==> config.mk <==
export PLATFORM = sky130hd
export DESIGN_NAME = mdu_iterative_flat
export DESIGN_NICKNAME = d
export VERILOG_FILES = /design/src/rtl/mdu_iterative_if.sv /design/src/rtl/mdu_iterative.sv /design/src/flat_wrapper.sv
export SDC_FILE = /design/constraint.sdc
export NUM_CORES = 1
export LEC_CHECK = 0
export CORE_MARGIN = 5
export CORE_UTILIZATION = 57
export CTS_BUF_LIST = sky130_fd_sc_hd__clkbuf_4 sky130_fd_sc_hd__clkbuf_8
export DETAILED_ROUTE_END_ITERATION = 8
export PLACE_DENSITY = 0.77
export SETUP_SLACK_MARGIN = 0.1
export SLEW_MARGIN = 20
export SYNTH_ARGS = -nofsm -noshare
export SYNTH_HDL_FRONTEND = slang
export SYNTH_SLANG_ARGS = --single-unit
==> constraint.sdc <==
create_clock -name i_clock -period 4.09 [get_ports i_clock]
set_clock_uncertainty 0.05 [all_clocks]
set_input_delay 1.227 -clock i_clock [delete_from_list [all_inputs] [get_ports i_clock]]
set_output_delay 1.227 -clock i_clock [all_outputs]
set_load 0.01 [all_outputs]
==> src/rtl/mdu_iterative_if.sv <==
// Request/response bundle between the ID/EX stage and the iterative multiply/divide unit.
interface mdu_iterative_if #(
  parameter int unsigned DATA_WIDTH = 32
);
  logic                  i_flush;
  logic                  i_start;
  logic [2:0]            i_op;
  logic [DATA_WIDTH-1:0] i_dataA;
  logic [DATA_WIDTH-1:0] i_dataB;
  logic                  o_stall;
  logic                  o_valid;
  logic [DATA_WIDTH-1:0] o_result;

  // Pipeline side: issues operations, consumes stall/result.
  modport master (
    output i_flush, i_start, i_op, i_dataA, i_dataB,
    input  o_stall, o_valid, o_result
  );

  // MDU side.
  modport slave (
    input  i_flush, i_start, i_op, i_dataA, i_dataB,
    output o_stall, o_valid, o_result
  );
endinterface

==> src/rtl/mdu_iterative.sv <==
// Iterative RV32M multiply/divide unit: shift-add multiply and restoring divide, one bit per
// cycle, with a sign-fixup cycle and a one-cycle result strobe. Division by zero and signed
// overflow bypass the iteration and answer on the following cycle.
module mdu_iterative #(
  parameter int unsigned DATA_WIDTH = 32
) (
  input logic            i_clock,
  input logic            i_reset,
  mdu_iterative_if.slave bus
);
  localparam int unsigned W  = DATA_WIDTH;
  localparam int unsigned CW = $clog2(W);

  localparam logic [2:0] OpMul    = 3'd0;
  localparam logic [2:0] OpMulh   = 3'd1;
  localparam logic [2:0] OpMulhsu = 3'd2;
  localparam logic [2:0] OpDiv    = 3'd4;
  localparam logic [2:0] OpRem    = 3'd6;

  localparam logic [W-1:0] MinVal  = {1'b1, {(W-1){1'b0}}};
  localparam logic [W-1:0] AllOnes = {W{1'b1}};

  typedef enum logic [1:0] {StIdle, StCalc, StFix, StDone} state_e;

  state_e          state_q, state_d;
  logic [CW-1:0]   cnt_q, cnt_d;
  logic [2:0]      op_q, op_d;
  logic            neg_q, neg_d;
  logic [W-1:0]    mag_q, mag_d;    // |A| for multiply, |B| (divisor) for divide
  logic [2*W-1:0]  acc_q, acc_d;    // product; low half doubles as dividend/quotient shifter
  logic [W-1:0]    rem_q, rem_d;
  logic [W-1:0]    result_q, result_d;
  logic            stall, valid;

  logic [2:0]      op;
  logic [W-1:0]    a, b;
  logic            a_signed, b_signed, sign_a, sign_b;
  logic [W-1:0]    abs_a, abs_b;
  logic            neg_start, div_zero, div_ovf, fast;
  logic [W-1:0]    fast_result;

  logic [W:0]      mul_sum;
  logic [W:0]      div_part;         // shifted partial remainder including the guard bit
  logic            div_ge;
  logic [2*W-1:0]  prod_fixed;
  logic [W-1:0]    quot_fixed, rem_fixed, fix_result;

  assign op = bus.i_op;
  assign a  = bus.i_dataA;
  assign b  = bus.i_dataB;

  // Operand decode at issue: signedness, magnitudes, result sign and the bypass cases.
  always_comb begin
    a_signed  = (op == OpMulh) || (op == OpMulhsu) || (op == OpDiv) || (op == OpRem);
    b_signed  = (op == OpMulh) || (op == OpDiv) || (op == OpRem);
    sign_a    = a_signed & a[W-1];
    sign_b    = b_signed & b[W-1];
    abs_a     = sign_a ? -a : a;
    abs_b     = sign_b ? -b : b;
    // Remainder follows the dividend; everything else follows the XOR of the signs.
    neg_start = (op[2] & op[1]) ? sign_a : (sign_a ^ sign_b);
    div_zero  = (b == '0);
    div_ovf   = ((op == OpDiv) || (op == OpRem)) && (a == MinVal) && (b == AllOnes);
    fast      = op[2] & (div_zero | div_ovf);
    if (op[1]) begin
      fast_result = div_zero ? a : '0;
    end else begin
      fast_result = div_zero ? AllOnes : MinVal;
    end
  end

  // One multiply/divide iteration and the final sign fixup / half selection.
  always_comb begin
    mul_sum    = {1'b0, acc_q[2*W-1:W]} + {1'b0, mag_q};
    div_part   = {rem_q, acc_q[W-1]};
    div_ge     = (div_part >= {1'b0, mag_q});
    prod_fixed = neg_q ? -acc_q : acc_q;
    quot_fixed = neg_q ? -acc_q[W-1:0] : acc_q[W-1:0];
    rem_fixed  = neg_q ? -rem_q : rem_q;
    if (op_q[2]) begin
      fix_result = op_q[1] ? rem_fixed : quot_fixed;
    end else begin
      fix_result = (op_q == OpMul) ? prod_fixed[W-1:0] : prod_fixed[2*W-1:W];
    end
  end

  // Control FSM and datapath next state.
  always_comb begin
    state_d  = state_q;
    cnt_d    = cnt_q;
    op_d     = op_q;
    neg_d    = neg_q;
    mag_d    = mag_q;
    acc_d    = acc_q;
    rem_d    = rem_q;
    result_d = result_q;
    stall    = 1'b0;
    valid    = 1'b0;
    unique case (state_q)
      StIdle: begin
        if (bus.i_start && !bus.i_flush) begin
          stall = 1'b1;
          op_d  = op;
          neg_d = neg_start;
          if (fast) begin
            result_d = fast_result;
            state_d  = StDone;
          end else begin
            cnt_d   = '0;
            rem_d   = '0;
            mag_d   = op[2] ? abs_b : abs_a;
            acc_d   = {{W{1'b0}}, (op[2] ? abs_a : abs_b)};
            state_d = StCalc;
          end
        end
      end
      StCalc: begin
        if (bus.i_flush) begin
          state_d = StIdle;
        end else begin
          stall = 1'b1;
          if (op_q[2]) begin
            rem_d = div_ge ? W'(div_part - {1'b0, mag_q}) : div_part[W-1:0];
            acc_d = {acc_q[2*W-1:W], acc_q[W-2:0], div_ge};
          end else begin
            acc_d = acc_q[0] ? {mul_sum, acc_q[W-1:1]} : {1'b0, acc_q[2*W-1:1]};
          end
          cnt_d = cnt_q + 1'b1;
          if (cnt_q == CW'(W - 1)) begin
            state_d = StFix;
          end
        end
      end
      StFix: begin
        if (bus.i_flush) begin
          state_d = StIdle;
        end else begin
          stall    = 1'b1;
          result_d = fix_result;
          state_d  = StDone;
        end
      end
      StDone: begin
        valid   = !bus.i_flush;
        state_d = StIdle;
      end
      default: state_d = StIdle;
    endcase
  end

  // State and datapath registers.
  always_ff @(posedge i_clock or negedge i_reset) begin
    if (!i_reset) begin
      state_q  <= StIdle;
      cnt_q    <= '0;
      op_q     <= '0;
      neg_q    <= 1'b0;
      mag_q    <= '0;
      acc_q    <= '0;
      rem_q    <= '0;
      result_q <= '0;
    end else begin
      state_q  <= state_d;
      cnt_q    <= cnt_d;
      op_q     <= op_d;
      neg_q    <= neg_d;
      mag_q    <= mag_d;
      acc_q    <= acc_d;
      rem_q    <= rem_d;
      result_q <= result_d;
    end
  end

  // Reset forces stall/valid low immediately, even with a start request pending.
  assign bus.o_stall  = i_reset & stall;
  assign bus.o_valid  = i_reset & valid;
  assign bus.o_result = result_q;
endmodule

==> src/flat_wrapper.sv <==
// flat-port wrapper written by rule: the top's interface ports become plain ports
module mdu_iterative_flat 
#(
  parameter int unsigned DATA_WIDTH = 32
)
  (i_clock, i_reset, bus_i_flush, bus_i_start, bus_i_op, bus_i_dataA, bus_i_dataB, bus_o_stall, bus_o_valid, bus_o_result);
  mdu_iterative_if #(.DATA_WIDTH(DATA_WIDTH)) bus_i ();
  input logic i_clock;
  input logic i_reset;
  input wire logic [$bits(bus_i.i_flush)-1:0] bus_i_flush;
  input wire logic [$bits(bus_i.i_start)-1:0] bus_i_start;
  input wire logic [$bits(bus_i.i_op)-1:0] bus_i_op;
  input wire logic [$bits(bus_i.i_dataA)-1:0] bus_i_dataA;
  input wire logic [$bits(bus_i.i_dataB)-1:0] bus_i_dataB;
  output wire logic [$bits(bus_i.o_stall)-1:0] bus_o_stall;
  output wire logic [$bits(bus_i.o_valid)-1:0] bus_o_valid;
  output wire logic [$bits(bus_i.o_result)-1:0] bus_o_result;
  assign bus_i.i_flush = bus_i_flush;
  assign bus_i.i_start = bus_i_start;
  assign bus_i.i_op = bus_i_op;
  assign bus_i.i_dataA = bus_i_dataA;
  assign bus_i.i_dataB = bus_i_dataB;
  assign bus_o_stall = bus_i.o_stall;
  assign bus_o_valid = bus_i.o_valid;
  assign bus_o_result = bus_i.o_result;
  mdu_iterative #(.DATA_WIDTH(DATA_WIDTH)) u_core (.i_clock(i_clock), .i_reset(i_reset), .bus(bus_i));
endmodule
==> summary.txt, run 1 <==
GRT
  • Largest net degree at the start of global routing: ~120
  • First-pass GRT wire length: 96.05 mm
  • GRT Overall Usage: 39.40%
  • GR Overflow Total: 0
  • Initial antenna violation count: 2
  • Vias in the first global route: about 16000

Clock network
  • Htree depth: 4
  • Num CTS Buffers: 17
  • Clock-pin slew on the worst setup and hold paths: about 110 ps
  • Worst-skew pair later-pin latency: between 500 and 600 ps
  • Root Driver: clkbuf_8
  • TritonCTS clock tree: built
  • Max Root-Sink Buffers: 2
  • Clock sink count: 171

Worst hold path
  • WHS Path Cells: 2
  • Tightest Hold Check Type: flop to flop

Worst setup path
  • Number of cells on the worst reg-to-reg path: 10
  • CP Launch Type: input pin
  • R2R setup slack: roughly 310 ps
  • Worst-path maximum fanout: 25
  • CP Data Arrival Time: between 4000 and 5000 ps
  • Worst Path Required: between 4000 and 5000 ps
  • Nature of the critical path endpoint: flop
  • WS Path Type: input pin to flop

Status
  • Status: finished clean

Final layout
  • Multi-input logic area: approximately 11000 µm²
  • Nets@finish: ~2500
  • Final Non-Filler Cells: roughly 2700
  • Area growth, synth to finish: 20.48%
  • Fill count: approximately 2300
  • Register area: around 4300 µm²
  • Share of layout cells above drive strength 1: approximately 15%

Timing
  • Worst slew pin tran: between 800 and 900 ps
  • Final min period: a little under 4000 ps
  • Max Transition Viols Final: 0
  • Setup_tns: 0 ps
  • RSZ-0062 raised after global routing: yes
  • Final setup vio count: 0
  • Fmax: 254.8 MHz
  • Period utilisation layout: a little over nine tenths
  • Worst rel slew slack: approximately 45%
  • Final Hold Vio Count: 0

Die
  • Core Box Area: approximately 28000 µm²
  • # rows: 61
  • Starting Density: 57.93%
  • Die Area: between 30000 and 40000 µm²
  • IO Pins: ~110
  • Die W: about 180 µm
  • Die Y-Extent: approximately 180 µm

Synthesis
  • Synthesis-stage register bit count: 171
  • Fraction of registers with async set/reset: 100.0%
  • Gate Count Post-Synth: 2098
  • Biggest area consumer among synthesized cells: dfrtp_1
  • Area share of the largest cell type after synthesis: a little over a quarter
  • Ys flop type: dfrtp_1
  • Mean Syn Cell Area: between 7 and 8 µm²
  • Post-synthesis sequential area ratio: around a quarter
  • Synth warnings: 0
  • Synthesized area: 16180 µm²
  • Netlist cell types: between 80 and 90
  • Synth Net Count: roughly 2200
  • EDFF count, synth: 0
  • Top post-synthesis cells by area: dfrtp_1, o21ai_0, nand2_1

Pwr
  • VDD IR-drop max: a little over 800 µV
  • Leak pwr: roughly 8.7 nW
  • Pwr Total: between 15 and 20 mW
  • Pwr per Cell Area: 874.3 nW/µm²

Route
  • DR WL/cell: ~23 µm
  • Drt via density: 6.510
  • Vias post-DR: approximately 18000
  • Drt first-iter violations: 2415
  • Detailed Routing Iterations Pass 1: 8
  • ANT nets after route: 0
  • Drc violations: 0
  • WL final: about 63 mm

Placed design
  • Routability cong.: just over 1
  • Placed cells: between 2000 and 3000
  • HPWL Detailed: around 50 mm
  • Port Buffers: between 100 and 150

Flow run
  • Max cap viols: 0
## synth_stat cells (all sizes together) (41+ instances only)
cell type and count:
dfrtp 171, a21oi 161, mux2i 49, clkbuf 99, nor3 43, inv 71
o31ai 41, o21ai 252, nand2 269, xor2 103, ha 77, nor2 168
xnor2 92
## power by group
group	switching, mW	internal, mW	total, mW
logic	7.34	4.78	12.1
clock network	0.758	0.460	1.22
registers	1.28	2.42	3.71
## cells by family after synthesis
group | count (synthesis) | synth area share (%)
buffers and inverters | 200 | 4.902
xor gates and xnor gates | 195 | 10.55
muxes | 84 | 5.536
adders and majority gates | 79 | 6.201
and+or+nand+nor | 674 | 19.77
DFF | 171 | 26.44
AOI/OAI and AO/OA | 695 | 26.59
## repair_timing
item                                    4_1_cts  5_1_grt
pin swaps                                     7       11
endpoints found under the hold margin         0        0
hold buffers                                  0        0
setup buffers                                20        4
gates cloned                                  0        0
endpoints found under the setup margin       16       50
resized for setup                             8       16
## cell type report
| cell class | count | share of cell area (%) |
|---|---|---|
| antenna | 2 | 0.02567 |
| clock buffer | 19 | 1.309 |
| clock inverter | 13 | 0.5583 |
| inverter | 72 | 1.386 |
| multi-input combinational | 1727 | 57.23 |
| sequential | 171 | 21.96 |
| tap | 378 | 2.426 |
| timing repair buffer | 340 | 15.10 |
## routing by layer
metal / GRT usage, % / share of wire, % / up-vias
met5: 0 / 0 / -
met4: 18.64 / 5.6 / 0
met3: 8.775 / 11 / 164
met2: 57.49 / 42 / 1064
met1: 55.39 / 41 / 8434
li1: - / - / 8059
## cells in the final DEF (no fill, tap or decap), types with 16 or more instances in the layout
master           Yosys  final
a211oi_1            34     34
o221ai_1            19     19
o211ai_1            16     16
o31ai_1             39     39
mux2_2              34     34
clkdlybuf4s50_1      0     93
nand2_1            269    268
nand2b_1            28     27
nand4_1             16     16
mux2i_1             49     49
nand3_1             26     26
ha_1                77     75
a21oi_1            161    161
nor3_1              42     41
nor2_1             168    168
clkbuf_8             0     18
o21ai_1             20     21
inv_1               71     69
dfrtp_1            171    169
a21o_1              29     28
xor2_1             103    103
xnor2_1             92     92
a31oi_1             33     33
nor4_1              21     21
buf_4                2    226
or3_1               21     20
o21ai_0            231    230
## final timing paths
check                                                   start                            endpoint
max                                            bus_i_dataB[0]        u_core.mag_q[12]$_DFFE_PN0P_
min                        u_core.bus.o_result[8]$_DFFE_PN0P_  u_core.bus.o_result[8]$_DFFE_PN0P_
max reg2reg                      u_core.acc_q[10]$_DFFE_PN0P_  u_core.bus.o_result[8]$_DFFE_PN0P_
min reg2reg                u_core.bus.o_result[8]$_DFFE_PN0P_  u_core.bus.o_result[8]$_DFFE_PN0P_
max in group asynchronous                             i_reset  u_core.bus.o_result[3]$_DFFE_PN0P_
min in group asynchronous                             i_reset        u_core.acc_q[17]$_DFFE_PN0P_
## per-stage QoR
stage	utilization, %	setup slack (ps)	cell area, µm²	hold WS [ps]
after detailed placement	67.60	-570.8	18880	427.9
after global placement	67.60	-429.2	18880	421.2
after global routing	69.78	87.87	19490	499.8
final	69.79	164.6	19500	450.9
after CTS	69.51	102.7	19420	451.9
after floorplan	-	206.1	16180	406.3
## registers in the layout, summed over array words and instances (netlist names)
register / flops
u_core.rem_q: 32
u_core.bus.o_result: 32
u_core.mag_q: 32
u_core.cnt_q: 5
u_core.state_q: 2
u_core.acc_q: 64
u_core.op_q: 3
u_core.neg_q: 1
## critical path, stage by stage
cell	delay, ps
dlygate4sd2_1	260
inv_2	70
ha_4	120
or4b_4	450
or2_1	250
or4b_4	580
nor3_4	350
o21ai_4	130
buf_4	180
nand2b_2	80
buf_12	180
mux2_2	350
Power figures use the tool's default switching activity.
==> run 2: changes to the inputs <==
--- a/config.mk
+++ b/config.mk
@@ -8,6 +8,7 @@
 export CORE_MARGIN = 5
 export CORE_UTILIZATION = 57
 export CTS_BUF_LIST = sky130_fd_sc_hd__clkbuf_4 sky130_fd_sc_hd__clkbuf_8
+export CTS_CLUSTER_SIZE = 10
 export DETAILED_ROUTE_END_ITERATION = 8
 export PLACE_DENSITY = 0.77
 export SETUP_SLACK_MARGIN = 0.1
==> results of run 2 <==
Same layout as run 1: the final DEF is identical, and so are final timing and power.
